## src/rtl/video_tpg.sv

```systemverilog
// Video test-pattern generator: free-running 720p-class raster timing with
// colour-bar, grid, solid and gradient RGB565 patterns. Pattern selection is
// frame-synchronous; every output is registered one cycle after the counters.
module video_tpg #(
    parameter int H_DISP  = 1280,
    parameter int H_FRONT = 110,
    parameter int H_SYNC  = 40,
    parameter int H_BACK  = 220,
    parameter int V_DISP  = 720,
    parameter int V_FRONT = 5,
    parameter int V_SYNC  = 5,
    parameter int V_BACK  = 20
) (
    input  logic        video_clk,
    input  logic        video_rst,
    input  logic        tpg_en,
    input  logic [1:0]  tpg_mode,
    input  logic [15:0] tpg_color,
    output logic        tpg_hs,
    output logic        tpg_vs,
    output logic        tpg_de,
    output logic [15:0] tpg_data,
    output logic [15:0] tpg_frame_cnt
);

    // Raster geometry; counters are 12 bits, enough for totals up to 4095.
    localparam int H_TOTAL = H_SYNC + H_BACK + H_DISP + H_FRONT;
    localparam int V_TOTAL = V_SYNC + V_BACK + V_DISP + V_FRONT;

    localparam logic [11:0] H_LAST_C   = 12'(H_TOTAL - 1);
    localparam logic [11:0] V_LAST_C   = 12'(V_TOTAL - 1);
    localparam logic [11:0] H_SYNC_C   = 12'(H_SYNC);
    localparam logic [11:0] V_SYNC_C   = 12'(V_SYNC);
    localparam logic [11:0] HA_START_C = 12'(H_SYNC + H_BACK);
    localparam logic [11:0] HA_END_C   = 12'(H_SYNC + H_BACK + H_DISP);
    localparam logic [11:0] VA_START_C = 12'(V_SYNC + V_BACK);
    localparam logic [11:0] VA_END_C   = 12'(V_SYNC + V_BACK + V_DISP);
    localparam logic [9:0]  HA_X_C     = 10'(H_SYNC + H_BACK);
    localparam logic [9:0]  VA_Y_C     = 10'(V_SYNC + V_BACK);
    localparam logic [11:0] BAR_LAST_C = 12'((H_DISP / 8) - 1);

    typedef enum logic [0:0] {
        ST_IDLE = 1'b0,
        ST_RUN  = 1'b1
    } state_t;

    state_t      state_q, state_d;
    logic [11:0] h_cnt_q, h_cnt_d;
    logic [11:0] v_cnt_q, v_cnt_d;
    logic [11:0] seg_q, seg_d;
    logic [2:0]  bar_q, bar_d;
    logic [1:0]  mode_q, mode_d;
    logic [15:0] color_q, color_d;
    logic [15:0] frame_q, frame_d;
    logic        hs_q, hs_d;
    logic        vs_q, vs_d;
    logic        de_q, de_d;
    logic [15:0] data_q, data_d;

    logic        run_s;
    logic        h_last_s;
    logic        v_last_s;
    logic        frame_end_s;
    logic        h_act_s;
    logic        v_act_s;
    logic        act_s;
    logic        latch_s;
    logic [9:0]  x_s;
    logic [9:0]  y_s;
    logic [15:0] pix_s;

    assign run_s       = (state_q == ST_RUN);
    assign h_last_s    = (h_cnt_q == H_LAST_C);
    assign v_last_s    = (v_cnt_q == V_LAST_C);
    assign frame_end_s = run_s & h_last_s & v_last_s;
    assign h_act_s     = (h_cnt_q >= HA_START_C) && (h_cnt_q < HA_END_C);
    assign v_act_s     = (v_cnt_q >= VA_START_C) && (v_cnt_q < VA_END_C);
    assign act_s       = run_s & h_act_s & v_act_s;
    // Shadow registers pick up new settings on RUN entry and at each frame boundary.
    assign latch_s     = ((state_q == ST_IDLE) & tpg_en) | frame_end_s;
    // Only the low 10 bits of x/y feed the patterns, so modulo-1024 subtraction suffices.
    assign x_s         = h_cnt_q[9:0] - HA_X_C;
    assign y_s         = v_cnt_q[9:0] - VA_Y_C;

    // Next-state logic: leave RUN only once the current frame has fully completed.
    always_comb begin
        state_d = state_q;
        case (state_q)
            ST_IDLE: begin
                if (tpg_en) begin
                    state_d = ST_RUN;
                end else begin
                    state_d = ST_IDLE;
                end
            end
            ST_RUN: begin
                if (frame_end_s && !tpg_en) begin
                    state_d = ST_IDLE;
                end else begin
                    state_d = ST_RUN;
                end
            end
            default: state_d = ST_IDLE;
        endcase
    end

    // Raster counters: held at zero in IDLE, free-running with wrap in RUN.
    always_comb begin
        h_cnt_d = 12'd0;
        v_cnt_d = 12'd0;
        if (run_s) begin
            if (h_last_s) begin
                h_cnt_d = 12'd0;
                if (v_last_s) begin
                    v_cnt_d = 12'd0;
                end else begin
                    v_cnt_d = v_cnt_q + 12'd1;
                end
            end else begin
                h_cnt_d = h_cnt_q + 12'd1;
                v_cnt_d = v_cnt_q;
            end
        end else begin
            h_cnt_d = 12'd0;
            v_cnt_d = 12'd0;
        end
    end

    // Colour-bar segment counter: cleared at line start, steps the bar index every H_DISP/8 active pixels.
    always_comb begin
        seg_d = seg_q;
        bar_d = bar_q;
        if (!run_s || h_last_s) begin
            seg_d = 12'd0;
            bar_d = 3'd0;
        end else if (h_act_s) begin
            if (seg_q == BAR_LAST_C) begin
                seg_d = 12'd0;
                if (bar_q != 3'd7) begin
                    bar_d = bar_q + 3'd1;
                end else begin
                    bar_d = bar_q;
                end
            end else begin
                seg_d = seg_q + 12'd1;
            end
        end else begin
            seg_d = seg_q;
        end
    end

    // Shadow mode/colour and the completed-frame counter.
    always_comb begin
        mode_d  = mode_q;
        color_d = color_q;
        frame_d = frame_q;
        if (latch_s) begin
            mode_d  = tpg_mode;
            color_d = tpg_color;
        end else begin
            mode_d  = mode_q;
            color_d = color_q;
        end
        if (frame_end_s) begin
            frame_d = frame_q + 16'd1;
        end else begin
            frame_d = frame_q;
        end
    end

    // Pattern generation for the current pixel from the shadowed mode.
    always_comb begin
        pix_s = 16'h0000;
        case (mode_q)
            2'b00: begin
                case (bar_q)
                    3'd0:    pix_s = 16'hFFFF;
                    3'd1:    pix_s = 16'hFFE0;
                    3'd2:    pix_s = 16'h07FF;
                    3'd3:    pix_s = 16'h07E0;
                    3'd4:    pix_s = 16'hF81F;
                    3'd5:    pix_s = 16'hF800;
                    3'd6:    pix_s = 16'h001F;
                    default: pix_s = 16'h0000;
                endcase
            end
            2'b01: begin
                if ((x_s[4:0] == 5'd0) || (y_s[4:0] == 5'd0)) begin
                    pix_s = 16'hFFFF;
                end else begin
                    pix_s = 16'h0000;
                end
            end
            2'b10:   pix_s = color_q;
            2'b11:   pix_s = {x_s[9:5], y_s[9:4], frame_q[4:0]};
            default: pix_s = 16'h0000;
        endcase
    end

    // Output decode; everything is forced low outside RUN.
    always_comb begin
        hs_d   = run_s & (h_cnt_q < H_SYNC_C);
        vs_d   = run_s & (v_cnt_q < V_SYNC_C);
        de_d   = act_s;
        data_d = 16'h0000;
        if (act_s) begin
            data_d = pix_s;
        end else begin
            data_d = 16'h0000;
        end
    end

    // State, counters, shadows and registered outputs with synchronous reset.
    always_ff @(posedge video_clk) begin
        if (video_rst) begin
            state_q <= ST_IDLE;
            h_cnt_q <= 12'd0;
            v_cnt_q <= 12'd0;
            seg_q   <= 12'd0;
            bar_q   <= 3'd0;
            mode_q  <= 2'b00;
            color_q <= 16'h0000;
            frame_q <= 16'h0000;
            hs_q    <= 1'b0;
            vs_q    <= 1'b0;
            de_q    <= 1'b0;
            data_q  <= 16'h0000;
        end else begin
            state_q <= state_d;
            h_cnt_q <= h_cnt_d;
            v_cnt_q <= v_cnt_d;
            seg_q   <= seg_d;
            bar_q   <= bar_d;
            mode_q  <= mode_d;
            color_q <= color_d;
            frame_q <= frame_d;
            hs_q    <= hs_d;
            vs_q    <= vs_d;
            de_q    <= de_d;
            data_q  <= data_d;
        end
    end

    assign tpg_hs        = hs_q;
    assign tpg_vs        = vs_q;
    assign tpg_de        = de_q;
    assign tpg_data      = data_q;
    assign tpg_frame_cnt = frame_q;

endmodule

```

## config.mk

```make
export PLATFORM = sky130hd
export DESIGN_NAME = video_tpg
export DESIGN_NICKNAME = d
export VERILOG_FILES = /design/src/rtl/video_tpg.sv
export SDC_FILE = /design/constraint.sdc
export NUM_CORES = 1
export LEC_CHECK = 0
export BUFFER_PORTS_ARGS = -buffer_cell sky130_fd_sc_hd__buf_2
export CELL_PAD_IN_SITES_DETAIL_PLACEMENT = 0
export CELL_PAD_IN_SITES_GLOBAL_PLACEMENT = 1
export CORE_MARGIN = 3
export CORE_UTILIZATION = 40
export DETAILED_ROUTE_END_ITERATION = 10
export PLACE_DENSITY_LB_ADDON = 0.1
export SLEW_MARGIN = 20
export SYNTH_ARGS = -nofsm -noshare
export SYNTH_HDL_FRONTEND = slang
export SYNTH_SLANG_ARGS = --single-unit
```

## constraint.sdc

```tcl
create_clock -name video_clk -period 2.5 [get_ports video_clk]
set_input_delay 0.75 -clock video_clk [delete_from_list [all_inputs] [get_ports video_clk]]
set_output_delay 0.75 -clock video_clk [all_outputs]
set_load 0.005 [all_outputs]
```

## Word level (Yosys, flattened, before mapping)

Cells that the tools add are included.

| word-level totals | value |
|---|---|
| bits in registers | 93 |
| output and inout port bits | 35 |

| operators by class | value |
|---|---|
| add/sub/neg operators | 7 |
| order comparisons | 6 |
| eq/ne operators | 13 |
| mux-type cells | 8 |
| bitwise gates (word level) | 10 |
| reductions and logical operators | 16 |

Operators with widths:

| operator | count |
|---|---|
| $pmux 16 s7 | 1 |
| $pmux 16 s4 | 1 |
| $add 12x1->12 const B | 3 |
| $mux 12 | 2 |
| $add 16x1->16 const B | 1 |
| $mux 16 | 1 |
| $eq 12x10->1 const B | 1 |
| $eq 12x11->1 const B | 1 |
| $eq 12x8->1 const B | 1 |
| $ge 12x5->1 const B | 1 |
| $ge 12x9->1 const B | 1 |
| $lt 12x10->1 const B | 1 |
| $lt 12x11->1 const B | 1 |
| $lt 12x3->1 const B | 1 |
| $lt 12x6->1 const B | 1 |
| $logic_not 5->1 | 2 |
| $sub 10x5->10 const B | 1 |
| $sub 10x9->10 const B | 1 |
| $eq 3x3->1 const B | 3 |
| $and 1x1->1 | 7 |
| $eq 3x2->1 const B | 2 |
| $reduce_or 2->1 | 3 |
| $eq 2x2->1 const B | 2 |
| $add 3x1->3 const B | 1 |
| other kinds (14) | 20 |

## Depth between registers and ports, before layout

| logic depth | value |
|---|---|
| depth in word-level cells | 6 |
| depth in mapped cells | 10 |
| mapped depth without buffers | 7 |

## Least setup slack after synthesis

No wires, ideal clock.

| timing path | value |
|---|---|
| path type | register to register |
| start point | register h_cnt_q[7] |
| end point | register frame_q[15] (netlist: tpg_frame_cnt[15]) |
| library setup time | 121 ps |
| data arrival time | 2098 ps |
| required time | 2379 ps |
| setup slack | 281 ps |
| cell stages (with the launch flop) | 7 |
| buffers on the path | 1 |
| cells stage by stage | dfxtp_1 -> buf_2 -> or3_4 -> nor4_4 -> nand4_2 -> nor4_1 -> mux2_2 |

| between the ends | value |
|---|---|
| word-level cells in the longest chain between the ends | 3 |

RTL lines:

| what | RTL line | text |
|---|---|---|
| from (decl) | 48 | `logic [11:0] h_cnt_q, h_cnt_d;` |
| from (signal assigned) | 230 | `h_cnt_q <= h_cnt_d;` |
| $eq 12x11->1 | 73 | `assign h_last_s = (h_cnt_q == H_LAST_C);` |
| $and 1x1->1 (2 in a row) | 75 | `assign frame_end_s = run_s & h_last_s & v_last_s;` |
| to (signal assigned) | 236 | `frame_q <= frame_d;` |
| to (decl) | 54 | `logic [15:0] frame_q, frame_d;` |

Every way passes these cells.
A chain may end at the register's enable or synchronous reset.

## Final worst setup path

| timing path | value |
|---|---|
| start point | register h_cnt_q[3] |
| end point | register seg_q[5] |

| between the ends | value |
|---|---|
| word-level cells in the longest chain between the ends | 3 |
| elaborated cells between the ends (all ways) | 6 |
| those cells by class | 2 x order compare; 1 x eq/ne; 3 x reduce/logical |

RTL lines:

| what | RTL line | text |
|---|---|---|
| parallel branches: the longest is 3 deep, another holds $ge 12x9->1 | -- |  |
| to (signal assigned) | 232 | `seg_q <= seg_d;` |
| to (decl) | 50 | `logic [11:0] seg_q, seg_d;` |

Several ways; the timed one is not identified.

==> impl_metrics.toml <==
[cts]
cts_tree = "built"
post-cts-setup-buffer-count = 0
cts_buffers = 9
clkTransAtPathRegs_ps = 70
cts_buffer_depth = 2
clock_sink_count = 93
clk_latency_ps = 340
root_buffer = "clkbuf_16"
h-tree-depth = 3

[sta]
rsz0062_at_grt = "false"
tightest_slew_ps = 910.8
max_slew_margin_pct = 38.51
drv_slew = 0
finalHoldViolCount = 0
setup_violations = 0
finalCritPeriodShare_pct = 91.54
skew_ps = 9.754
fmax_mhz = 437.0
layout_min_cycle_time_ps = 2289
setup_tns_ps = 0

[place]
dp_hpwl_mm = 8.127
gp_congestion = 0.7889
placed_cells = 722
io_buffer_count = 55

[worst_setup_path]
cp_max_fo = 8
critPathLaunchType = "flip-flop"
worstSetupPathType = "flip-flop to flip-flop"
crit_family = "simple AND/OR/NAND/NOR gates"
crit_path_end_kind = "flip-flop"
cp.required_ps = 2760
path_buf_inv = 0
worstPathCellList = "nor4_2 -> a21oi_1 -> or3_1 -> or4_1 -> a31oi_1"
cp.arrival_ps = 2550
max_stage_delay_ps = 520
crit_slowest_cell = "or4_1"

[cells_and_area]
n_antenna_cell = 0
area_delta_synth_final_pct = 16.61
finalNonFillerCells = 738
nets = 629
layout-drive-gt1-share_pct = 17.73

[power]
p_leak_nw = 2.175
power_density_nw_per_um2 = 555.0
p_int_mw = 2.267
vdd_ir_drop_max_uv = 421.7
p_clk_share_pct = 44.1
pwr-share-comb_pct = 4.9
p_switching_mw = 0.7266
seq_power_share_pct = 51.0
sw_frac_of_total_pct = 24.27

[floorplanning]
core_area_um2 = 11080
start_util_pct = 41.76
die-area_um2 = 12890
num_io_pins = 56
die_h_um = 113.5
die_w_um = 113.5
row_count = 38

[outcome]
status = "finished, final reports clean"

[min_path]
holdCritPathClass = "flip-flop to flip-flop"

[logic_synthesis]
synth_cell_types = 49
postSynthCellCount = 544
synth_edf_count = 0
avgSynthCellArea_um2 = 8.503
syn_area_um2 = 4626
yosys_warnings = 0
yosys_register_bits = 93
synthFlopType = "dfxtp_1"
synthesis.nets = 580
ys_seq_area_share_pct = 40.25
async_reset_ff_share_pct = 0

[route]
antenna_left = 0
vias = 3928
avgViaCountPerCell = 5.322
wl_mm = 11.04
dr.pass1.iters = 4
drt_iter0_drc = 263
post_drt_wl_per_cell_um = 14.96
drc = 0

[grt]
grt_pass1_vias = 3777
grt_max_degree = 37
grt_overflow = 0
grt_pass1_wl_mm = 18.80
grt_use_total_pct = 18.02
grt_antenna_before_repair = 0

[flow_run]
drv_cap = 0
## Yosys cell counts, types with 15 or more instances
master	count	area share (%)
mux2i_1	20	4.3
xor2_1	23	4.4
nor2_1	68	5.5
nand4_1	17	2.3
xnor2_1	15	2.8
dfxtp_1	93	40
a21oi_1	37	4.0
o21ai_0	20	2.2
ha_1	15	4.1
nand2_1	31	2.5
inv_1	20	1.6
clkbuf_1	28	2.3
nand3_1	22	2.4
## final timing paths
| check | startpoint | end | slack, ps | depth (start not counted) |
|---|---|---|---|---|
| hold / removal | color_q[2] | color_q[2] | 500 | 2 |
| setup reg to reg | h_cnt_q[3] | seg_q[5] | 210 | 5 |
| hold reg to reg | color_q[2] | color_q[2] | 500 | 2 |
| setup / recovery | h_cnt_q[3] | seg_q[5] | 210 | 5 |
## layout by cell type, fill, tap and decap left out, drive strengths merged, types with 3 or more instances in the layout
cell,synthesis,routed
clkbuf,28,9
xor2,23,23
ha,15,15
nand4,18,18
nor2,68,68
a21oi,37,37
mux2i,20,20
nand2b,3,3
and4,4,4
nor4bb,3,3
clkinv,0,6
or4,8,8
and3,12,12
dfxtp,93,93
o211ai,7,7
nor3,12,12
nand3b,4,4
mux2,7,7
a21o,6,6
buf,8,74
or2,3,3
o21ai,20,20
inv,20,21
nand3,22,22
or3,12,12
o31ai,4,4
and2,7,7
xnor2,15,15
nand2,31,31
nor4,9,9
a31oi,5,5
## through the flow
stage               setup WS [ps]  hold WS [ps]  util (%)  power [mW]  instance area, µm²
global placement            188.1         473.9     46.01       1.708                5097
CTS                         115.0         497.8     48.69       3.052                5394
detailed placement          115.8         487.9     46.01       1.709                5097
floorplan                   281.2         456.3         -       1.653                4626
global route                9.487         533.7     48.69       3.133                5394
finish                      211.4         499.7     48.69       2.994                5394
## kinds of logic (layout without fill, tap and decap cells)
| family | after synthesis | after routing | share of synthesized area [%] |
|---|---|---|---|
| AND/OR/NAND/NOR | 220 | 220 | 25.13 |
| XOR/XNOR | 38 | 38 | 7.195 |
| AO/OA/AOI/OAI | 95 | 95 | 12.55 |
| buffers and inverters | 56 | 110 | 4.788 |
| adder cells (fa/ha/maj) | 15 | 15 | 4.057 |
| multiplexers | 27 | 27 | 6.032 |
| flip-flops | 93 | 93 | 40.25 |
## power groups by stage
stage                     registers [mW]  clock network [mW]  logic [mW]
after floorplan                     1.55                   0       0.107
after global placement              1.56                   0       0.149
after CTS                           1.53                1.38       0.149
after global routing                1.53                1.44       0.165
final                               1.53                1.32       0.147
after detailed placement            1.56                   0       0.149
## timing repair
action,4_1_cts,5_1_grt
setup endpoints to repair,0,9
resized for setup,0,1
hold buffers,0,0
## worst reg2reg max path, delay by kind of cell (launching register included)
family             cells  cell delay (ps)
DFF                    1              370
AOI/OAI and AO/OA      2              360
and+or+nand+nor        3             1480
## registers in the layout, indices dropped and copies added (netlist names)
name           flops
color_q           16
tpg_data          16
tpg_frame_cnt     16
h_cnt_q           12
seg_q             12
v_cnt_q           12
bar_q              3
mode_q             2
run_s              1
tpg_de             1
tpg_hs             1
tpg_vs             1
## metal layers
metal	GRT usage (%)	part of all wire, %	wire (µm)	up-vias
met1	23.55	47	5215	1829
met2	29.64	48	5257	76
met4	6.010	1.3	149	0
li1	-	-	-	2017
met3	3.820	3.8	419	6
met5	0	0	0	-
## area by class of cell
class | count | area, µm²
Fill cell | 1110 | 5684
Sequential cell | 93 | 1862
Tap cell | 140 | 175.2
Clock inverter | 7 | 71.32
Inverter | 20 | 75.07
Clock buffer | 9 | 225.2
Multi-Input combinational cell | 395 | 2555
Timing Repair Buffer | 74 | 430.4
Power figures use the tool's default switching activity.
